[config.mk]
export PLATFORM = sky130hd
export DESIGN_NAME = ibex_fp_issue
export DESIGN_NICKNAME = d
export VERILOG_FILES = /design/src/rtl/ibex_fp_pkg.sv /design/src/rtl/ibex_fp_scoreboard.sv /design/src/rtl/ibex_fp_issue.sv
export SDC_FILE = /design/constraint.sdc
export NUM_CORES = 2
export LEC_CHECK = 0
export CAP_MARGIN = 5
export CORE_MARGIN = 8
export CORE_UTILIZATION = 50
export DETAILED_ROUTE_END_ITERATION = 6
export HOLD_SLACK_MARGIN = 0.06
export PLACE_DENSITY = 0.7
export SLEW_MARGIN = 20
export SYNTH_ARGS = -nofsm -noshare
export SYNTH_HDL_FRONTEND = slang
export SYNTH_SLANG_ARGS = --single-unit
[constraint.sdc]
create_clock -name clk_i -period 4.76 [get_ports clk_i]
set_input_delay 0.952 -clock clk_i [delete_from_list [all_inputs] [get_ports clk_i]]
set_output_delay 0.952 -clock clk_i [all_outputs]
set_load 0.01 [all_outputs]
[src/rtl/ibex_fp_pkg.sv]
// ---------------------------------------------------------------------------
// ibex_fp_pkg
//   Shared types for the FP issue stage:
//     fpu_op_e      FP operation encoding presented to ibex_FPU
//     fp_op_srcs_t  which operands an op reads and where its result goes
//     fp_op_srcs()  decode of fpu_op_e into fp_op_srcs_t
//     RM_DYN        rounding-mode encoding that selects the CSR frm value
//     rm_is_reserved() true for the two reserved rounding modes
// ---------------------------------------------------------------------------
package ibex_fp_pkg;

  typedef enum logic [3:0] {
    FPU_NOP     = 4'd0,
    FPU_ADD     = 4'd1,
    FPU_SUB     = 4'd2,
    FPU_MUL     = 4'd3,
    FPU_DIV     = 4'd4,
    FPU_SQRT    = 4'd5,
    FPU_FMADD   = 4'd6,
    FPU_FEQ     = 4'd7,
    FPU_CVT_W_S = 4'd8,
    FPU_MV_X_W  = 4'd9,
    FPU_CVT_S_W = 4'd10,
    FPU_MV_W_X  = 4'd11
  } fpu_op_e;

  typedef struct packed {
    logic uses_rs1;
    logic uses_rs2;
    logic uses_rs3;
    logic rs1_is_int;  // rs1 comes from the integer side, not the FP regfile
    logic rd_is_fp;    // result is written to the FP regfile
  } fp_op_srcs_t;

  localparam logic [2:0] RM_DYN = 3'b111;

  function automatic fp_op_srcs_t fp_op_srcs(input fpu_op_e op);
    fp_op_srcs_t s;
    s = '0;
    case (op)
      FPU_ADD, FPU_SUB, FPU_MUL, FPU_DIV: begin
        s.uses_rs1 = 1'b1;
        s.uses_rs2 = 1'b1;
        s.rd_is_fp = 1'b1;
      end
      FPU_SQRT: begin
        s.uses_rs1 = 1'b1;
        s.rd_is_fp = 1'b1;
      end
      FPU_FMADD: begin
        s.uses_rs1 = 1'b1;
        s.uses_rs2 = 1'b1;
        s.uses_rs3 = 1'b1;
        s.rd_is_fp = 1'b1;
      end
      FPU_FEQ: begin
        s.uses_rs1 = 1'b1;
        s.uses_rs2 = 1'b1;
      end
      FPU_CVT_W_S, FPU_MV_X_W: s.uses_rs1 = 1'b1;
      FPU_CVT_S_W, FPU_MV_W_X: begin
        s.rs1_is_int = 1'b1;
        s.rd_is_fp   = 1'b1;
      end
      default: s = '0;
    endcase
    return s;
  endfunction

  function automatic logic rm_is_reserved(input logic [2:0] rm);
    return (rm == 3'b101) || (rm == 3'b110);
  endfunction

endpackage

[src/rtl/ibex_fp_scoreboard.sv]
// ---------------------------------------------------------------------------
// ibex_fp_scoreboard
//   Per-register pending bits, RAW/WAW hazard detection and the count of ops
//   handed to the FPU that have not yet written back.
//   Ports:
//     clk_i, rst_i            clock, synchronous active-high reset
//     set_en_i/set_addr_i     mark a destination register pending (wins over clear)
//     clr_en_i/clr_addr_i     FP writeback clears the pending bit
//     srcs_i, rs*_addr_i,
//     rd_addr_i               operand usage and addresses of the candidate op
//     inc_i / dec_i           FPU handshake / any FPU writeback
//     out_valid_i             issue output register currently holds an op
//     hazard_o                candidate op must stall on a pending register
//     cap_ok_o                room for one more op in flight
//     inflight_cnt_o          ops issued to the FPU and not yet written back
// ---------------------------------------------------------------------------
module ibex_fp_scoreboard
  import ibex_fp_pkg::*;
#(
  parameter int unsigned MAX_INFLIGHT = 4,
  localparam int unsigned CNT_W = $clog2(MAX_INFLIGHT + 1)
) (
  input  logic             clk_i,
  input  logic             rst_i,
  input  logic             set_en_i,
  input  logic [4:0]       set_addr_i,
  input  logic             clr_en_i,
  input  logic [4:0]       clr_addr_i,
  input  fp_op_srcs_t      srcs_i,
  input  logic [4:0]       rs1_addr_i,
  input  logic [4:0]       rs2_addr_i,
  input  logic [4:0]       rs3_addr_i,
  input  logic [4:0]       rd_addr_i,
  input  logic             inc_i,
  input  logic             dec_i,
  input  logic             out_valid_i,
  output logic             hazard_o,
  output logic             cap_ok_o,
  output logic [CNT_W-1:0] inflight_cnt_o
);

  logic [31:0] sb_q;
  logic [31:0] clr_vec;
  logic [31:0] set_vec;
  logic [31:0] pend_eff;

  assign clr_vec = clr_en_i ? (32'd1 << clr_addr_i) : '0;
  assign set_vec = set_en_i ? (32'd1 << set_addr_i) : '0;

  // A register being written back this cycle is already safe to read (bypass)
  // and to overwrite, so it no longer blocks the candidate op.
  assign pend_eff = sb_q & ~clr_vec;

  // NOTE: every signal driven in always_comb gets a default first, so no path
  // leaves it unassigned and no latch is inferred.
  always_comb begin
    hazard_o = 1'b0;
    if (srcs_i.uses_rs1 && !srcs_i.rs1_is_int && pend_eff[rs1_addr_i]) hazard_o = 1'b1;
    if (srcs_i.uses_rs2 && pend_eff[rs2_addr_i])                       hazard_o = 1'b1;
    if (srcs_i.uses_rs3 && pend_eff[rs3_addr_i])                       hazard_o = 1'b1;
    if (srcs_i.rd_is_fp && pend_eff[rd_addr_i])                        hazard_o = 1'b1;
  end

  // The op sitting in the output register will enter the FPU, so it counts
  // against the in-flight budget already.
  assign cap_ok_o = ({1'b0, inflight_cnt_o} + (CNT_W + 1)'(out_valid_i))
                    < (CNT_W + 1)'(MAX_INFLIGHT);

  // NOTE: sequential state is updated with non-blocking assignments so every
  // register samples the pre-edge values, independent of statement order.
  always_ff @(posedge clk_i) begin
    if (rst_i) begin
      sb_q <= '0;
    end else begin
      sb_q <= (sb_q & ~clr_vec) | set_vec;
    end
  end

  always_ff @(posedge clk_i) begin
    if (rst_i) begin
      inflight_cnt_o <= '0;
    end else if (inc_i && !dec_i) begin
      inflight_cnt_o <= inflight_cnt_o + 1'b1;
    end else if (dec_i && !inc_i && (inflight_cnt_o != '0)) begin
      inflight_cnt_o <= inflight_cnt_o - 1'b1;
    end
  end

endmodule

[src/rtl/ibex_fp_issue.sv]
// ---------------------------------------------------------------------------
// ibex_fp_issue
//   Issue stage in front of ibex_FPU: owns the 32x32 FP regfile, checks
//   operands against the pending scoreboard, reads them with bypass from FPU
//   writeback and hands the op to the FPU through a one-entry output register.
//   Ports:
//     clk_i, rst_i                 clock, synchronous active-high reset
//     instr_valid_i/instr_ready_o  decoded op handshake
//     fp_op_i, rs1..3_addr_i,
//     rd_addr_i, rm_i, frm_i,
//     rs1_int_i                    decoded op fields, CSR frm, integer operand
//     fpu_valid_o/fpu_ready_i      handshake towards the FPU
//     fp_op_o, rs1..3_o, rs1_int_o,
//     rd_addr_o, rm_o              held op presented to the FPU
//     fp_wb_en_i/addr/data         FPU writes an FP register
//     int_wb_en_i                  FPU finished an integer-destination op
//     illegal_rm_o                 pulse: an accepted op carried a reserved rm
//     busy_o                       ops in flight or held for the FPU
// ---------------------------------------------------------------------------
module ibex_fp_issue
  import ibex_fp_pkg::*;
#(
  parameter int unsigned MAX_INFLIGHT = 4
) (
  input  logic        clk_i,
  input  logic        rst_i,
  input  logic        instr_valid_i,
  output logic        instr_ready_o,
  input  fpu_op_e     fp_op_i,
  input  logic [4:0]  rs1_addr_i,
  input  logic [4:0]  rs2_addr_i,
  input  logic [4:0]  rs3_addr_i,
  input  logic [4:0]  rd_addr_i,
  input  logic [2:0]  rm_i,
  input  logic [2:0]  frm_i,
  input  logic [31:0] rs1_int_i,
  output logic        fpu_valid_o,
  input  logic        fpu_ready_i,
  output fpu_op_e     fp_op_o,
  output logic [31:0] rs1_o,
  output logic [31:0] rs2_o,
  output logic [31:0] rs3_o,
  output logic [31:0] rs1_int_o,
  output logic [4:0]  rd_addr_o,
  output logic [2:0]  rm_o,
  input  logic        fp_wb_en_i,
  input  logic [4:0]  fp_wb_addr_i,
  input  logic [31:0] fp_wb_data_i,
  input  logic        int_wb_en_i,
  output logic        illegal_rm_o,
  output logic        busy_o
);

  localparam int unsigned CNT_W = $clog2(MAX_INFLIGHT + 1);

  logic [31:0]      regfile_q [32];
  fp_op_srcs_t      srcs;
  logic             hazard;
  logic             cap_ok;
  logic [CNT_W-1:0] inflight_cnt;
  logic             slot_free;
  logic             accept;
  logic             issue;
  logic             rm_bad;
  logic [2:0]       rm_res;
  logic             fpu_hs;
  logic [31:0]      rs1_byp;
  logic [31:0]      rs2_byp;
  logic [31:0]      rs3_byp;

  assign srcs      = fp_op_srcs(fp_op_i);
  assign fpu_hs    = fpu_valid_o && fpu_ready_i;
  assign slot_free = !fpu_valid_o || fpu_ready_i;

  assign instr_ready_o = !rst_i && slot_free && !hazard && cap_ok;
  assign accept        = instr_valid_i && instr_ready_o;

  // A reserved rounding mode consumes the op without issuing it.
  assign rm_res = (rm_i == RM_DYN) ? frm_i : rm_i;
  assign rm_bad = rm_is_reserved(rm_res);
  assign issue  = accept && !rm_bad;

  assign busy_o = (inflight_cnt != '0) || fpu_valid_o;

  ibex_fp_scoreboard #(
    .MAX_INFLIGHT (MAX_INFLIGHT)
  ) u_scoreboard (
    .clk_i          (clk_i),
    .rst_i          (rst_i),
    .set_en_i       (issue && srcs.rd_is_fp),
    .set_addr_i     (rd_addr_i),
    .clr_en_i       (fp_wb_en_i),
    .clr_addr_i     (fp_wb_addr_i),
    .srcs_i         (srcs),
    .rs1_addr_i     (rs1_addr_i),
    .rs2_addr_i     (rs2_addr_i),
    .rs3_addr_i     (rs3_addr_i),
    .rd_addr_i      (rd_addr_i),
    .inc_i          (fpu_hs),
    .dec_i          (fp_wb_en_i || int_wb_en_i),
    .out_valid_i    (fpu_valid_o),
    .hazard_o       (hazard),
    .cap_ok_o       (cap_ok),
    .inflight_cnt_o (inflight_cnt)
  );

  // Same-cycle writeback data is forwarded so a dependent op can be accepted
  // in the very cycle its producer writes back.
  assign rs1_byp = (fp_wb_en_i && fp_wb_addr_i == rs1_addr_i) ? fp_wb_data_i : regfile_q[rs1_addr_i];
  assign rs2_byp = (fp_wb_en_i && fp_wb_addr_i == rs2_addr_i) ? fp_wb_data_i : regfile_q[rs2_addr_i];
  assign rs3_byp = (fp_wb_en_i && fp_wb_addr_i == rs3_addr_i) ? fp_wb_data_i : regfile_q[rs3_addr_i];

  // NOTE: the regfile is deliberately reset: after a reset every register must
  // read as zero, so this array is built from resettable flops, not a RAM macro.
  always_ff @(posedge clk_i) begin
    if (rst_i) begin
      for (int i = 0; i < 32; i++) regfile_q[i] <= '0;
    end else if (fp_wb_en_i) begin
      regfile_q[fp_wb_addr_i] <= fp_wb_data_i;
    end
  end

  // Output register: loads on issue, otherwise holds its contents; valid drops
  // once the FPU has taken the op and nothing new replaced it.
  always_ff @(posedge clk_i) begin
    if (rst_i) begin
      fpu_valid_o  <= 1'b0;
      fp_op_o      <= FPU_NOP;
      rs1_o        <= '0;
      rs2_o        <= '0;
      rs3_o        <= '0;
      rs1_int_o    <= '0;
      rd_addr_o    <= '0;
      rm_o         <= '0;
      illegal_rm_o <= 1'b0;
    end else begin
      illegal_rm_o <= accept && rm_bad;
      if (issue) begin
        fpu_valid_o <= 1'b1;
        fp_op_o     <= fp_op_i;
        rs1_o       <= rs1_byp;
        rs2_o       <= rs2_byp;
        rs3_o       <= rs3_byp;
        rs1_int_o   <= rs1_int_i;
        rd_addr_o   <= rd_addr_i;
        rm_o        <= rm_res;
      end else if (fpu_ready_i) begin
        fpu_valid_o <= 1'b0;
      end
    end
  end

  // An integer writeback always retires an op previously taken by the FPU, so
  // one arriving with nothing in flight means the FPU handshake is broken. FP
  // writebacks also serve to load registers directly and may arrive at zero.
  assert property (@(posedge clk_i) disable iff (rst_i)
                   (int_wb_en_i && !fpu_hs) |-> (inflight_cnt != '0));

endmodule

==> results.sh <==
export IMPL_outcome="finished, final reports clean"
export IMPL_slowest_stage="mux4_2"
export IMPL_totalPowerFinal_uw=28300
export IMPL_std_cell_rows=138
export IMPL_max_slew_margin_rel_pct=19.3
export IMPL_grt_start_max_net_pins=146
export IMPL_gr_total_overflow=0
export IMPL_htree_levels=4
export IMPL_ratio_of_total_power_to_cell_area_nw_per_um2=344
export IMPL_timing_final_setup_violations=0
export IMPL_clk_pin_slew_ns=0.06
export IMPL_synth_cell_area_um2=70900
export IMPL_wire_length_of_the_first_global_routing_pass_um=362000
export IMPL_most_frequent_standard_cell_in_the_layout_excluding_fill_and_tap_cells="and2_1"
export IMPL_setup_tns_final_ns=0
export IMPL_path_cells="clkdlybuf4s50_1 -> buf_6 -> and4bb_2 -> nand2_1 -> mux4_2 -> a21oi_2 -> o31ai_1 -> or4_4 -> nor3_4 -> buf_2"
export IMPL_max_freq_mhz=216
export IMPL_vias_per_cell=7.12
export IMPL_number_of_antenna_violations_at_the_first_check_in_global_routing=32
export IMPL_dominant_cells_by_area_after_synthesis="edfxtp_1, mux4_2, and2_1"
export IMPL_cp_start_kind="input port"
export IMPL_tritoncts="done"
export IMPL_design_final_nets=5070
export IMPL_cts_made_buffers=133
export IMPL_detailed_place_hpwl_um=152000
export IMPL_final_setup_skew_ns=0.0267
export IMPL_placer_s_final_routability_congestion_estimate=0.925
export IMPL_die_width_um=393
export IMPL_critical_path_class="in -> out"
export IMPL_clock_power_share_pct=38.2
export IMPL_yosys_area_top_type="edfxtp_1"
export IMPL_dominantRegCellSynth="edfxtp_1"
export IMPL_final_util_pct=58.3
export IMPL_finalWorstPathRequiredPeriod_ns=4.62
export IMPL_dr_first_iter_drc_count=8240
export IMPL_fill_count=10800
export IMPL_clock_root_cell="clkbuf_16"
export IMPL_drc=0
export IMPL_share_of_cells_above_drive_strength_1_pct=32.7
export IMPL_fp_coreArea_um2=141000
export IMPL_cellLeakagePower_uw=0.0281
export IMPL_via_count=49700
export IMPL_cts_hold_buffers_added=0
export IMPL_final_min_period_over_clock_period_pct=97.1
export IMPL_switching_share_pct=26.5
export IMPL_grt_setup_unrepaired="no"
export IMPL_cts_root_to_sink_buffers=3
export IMPL_synthDistinctLibCells=69
export IMPL_area_of_the_die_um2=154000
export IMPL_multiInputGateArea_um2=35200
export IMPL_critPathArrivalTime_ns=3.67
export IMPL_number_of_synthesized_flops_with_an_enable_pin=1024
export IMPL_cp_max_fo=12
export IMPL_vdd_drop_max_mv=0.309
export IMPL_category_of_the_worst_setup_path_capture_point="primary output"
export IMPL_holdWs_ns=0.455
export IMPL_yosys_area_top_type_share_pct=43.4
export IMPL_netSwitchingPower_uw=7480
export IMPL_grt_total_usage_pct=33.1
export IMPL_io_pin_count=249
export IMPL_most_frequent_cells_in_the_layout="and2_1, edfxtp_1, mux4_2"
export IMPL_worst_path_required_ns=3.81
export IMPL_area_sequential_um2=34300
export IMPL_vias_in_the_first_global_route=48900
export IMPL_place_port_buffers=248
export IMPL_syn_instance_count=4767
export IMPL_synth_net_count=4873
export IMPL_clock_latency_ns=0.79
export IMPL_report_final_hold_viol_count=0
export IMPL_drv_max_cap_violation_count=0
export IMPL_worst_path_largest_cell_delay_ns=0.50
export IMPL_flow_area_growth_from_synthesis_pct=16.0
export IMPL_antenna_left=0
export IMPL_totalWireLength_um=259000
export IMPL_initial_core_util_pct=50.2
export IMPL_share_seq_of_total_power_pct=44.6
export IMPL_synthesis_area_per_instance_um2=14.9
export IMPL_slew_at_the_pin_with_the_worst_max_slew_slack_ns=1.21
export IMPL_ys_warnings_count=0
export IMPL_power_frac_comb_pct=17.2
export IMPL_wl_per_cell_um=37.0
export IMPL_fp_dieH_um=393
export IMPL_slew_limit_fails=0
export IMPL_hold_path_class="reg -> reg"
export IMPL_synth_sequential_area_ratio_pct=48.4
export IMPL_cell_internal_power_uw=20800
export IMPL_cts_num_sinks=1201
export IMPL_yosys_register_bits=1201
export IMPL_detail_route_first_pass_iterations=6
export IMPL_async_reset_ff_share_pct=0
power by group through the flow:
stage          clock network (uW)  logic, uW  registers [uW]
2_1_floorplan                   0       2790           12700
3_3_place_gp                    0       4740           12700
3_5_place_dp                    0       4760           12800
4_1_cts                     10800       4790           12600
5_1_grt                     11300       5010           12700
6_report                    10800       4860           12600
kinds of logic after synthesis:
logic type / share of synthesized area [%]
buf+inv: 3.06
mux: 32.6
xor+xnor: 0.259
flops: 48.4
simple gates: 12.1
fa+ha+maj: 0.0282
compound gates: 3.57
layer usage:
metal | vias to the layer above | routed length, um | part of all wire [%] | track usage, %
met2 | 4242 | 114000 | 44 | 49.0
met3 | 801 | 38400 | 15 | 10.8
met4 | 6 | 15600 | 6.0 | 17.8
met5 | - | 226 | 0.087 | 0.909
met1 | 25400 | 89800 | 35 | 43.6
li1 | 19300 | - | - | -
cell type report:
class                   count  share of cell area (%)
multi-input cells        3015                    42.7
repair buffers            602                    7.11
diodes                     17                  0.0517
flip-flops and latches   1201                    41.7
inverters                  11                  0.0593
clock buffers             179                    4.63
well taps                1890                    2.87
clock inverters            64                   0.880
per-stage QoR:
| step | setup WS [ns] | area, um^2 | cells |
|---|---|---|---|
| floorplan | 0.193 | 70900 | 4767 |
| global placement | -0.685 | 77600 | 6709 |
| detailed placement | -0.695 | 77600 | 6710 |
| CTS | 0.000832 | 82200 | 6959 |
| global route | 0.0331 | 82300 | 6968 |
| finish | 0.137 | 82300 | 6979 |
state kept, by name (all words and copies together) (netlist names):
register and flops:
rm_o 3, rd_addr_o 5, u_scoreboard.sb_q 32, rs1_o 32
rs1_int_o 32, illegal_rm_o 1, regfile_q 1024, u_scoreboard.inflight_cnt_o 3
fpu_valid_o 1, rs3_o 32, rs2_o 32, fp_op_o 4
critical path: cells and delay by family:
| kind | cells | cell delay [ns] |
|---|---|---|
| muxes | 1 | 0.50 |
| and+or+nand+nor | 4 | 1.15 |
| AOI/OAI and AO/OA | 2 | 0.30 |
| buffers and inverters | 3 | 0.77 |
Yosys cell counts, drive strengths merged (25+ instances only):
library cell and number:
buf 141, edfxtp 1024, clkbuf 400, mux2i 140, nand3 63, and2 1026, nor2 54, o21ai 188
nor3 25, a22oi 32, o2111ai 64, mux4 964, dfxtp 177, nand2 277
final timing paths:
| kind | startpoint | endpoint | slack (ns) | cells past startpoint |
|---|---|---|---|---|
| max | fp_wb_addr_i[0] | instr_ready_o | 0.14 | 10 |
| min reg2reg | rs1_int_o[0] | rs1_int_o[0] | 0.45 | 2 |
| min | rs1_int_o[0] | rs1_int_o[0] | 0.45 | 2 |
| max reg2reg | u_scoreboard.sb_q[12] | rs2_o[12] | 1.46 | 10 |
timing repair:
| item | 4_1_cts | 5_1_grt |
|---|---|---|
| buffers inserted | 3 | 2 |
| pin swaps | 3 | 3 |
| endpoints found under the setup margin | 1 | 1 |
| gates resized for setup | 30 | 13 |
| gates cloned | 3 | 1 |
Note: power is estimated with default switching activity, not from simulation.
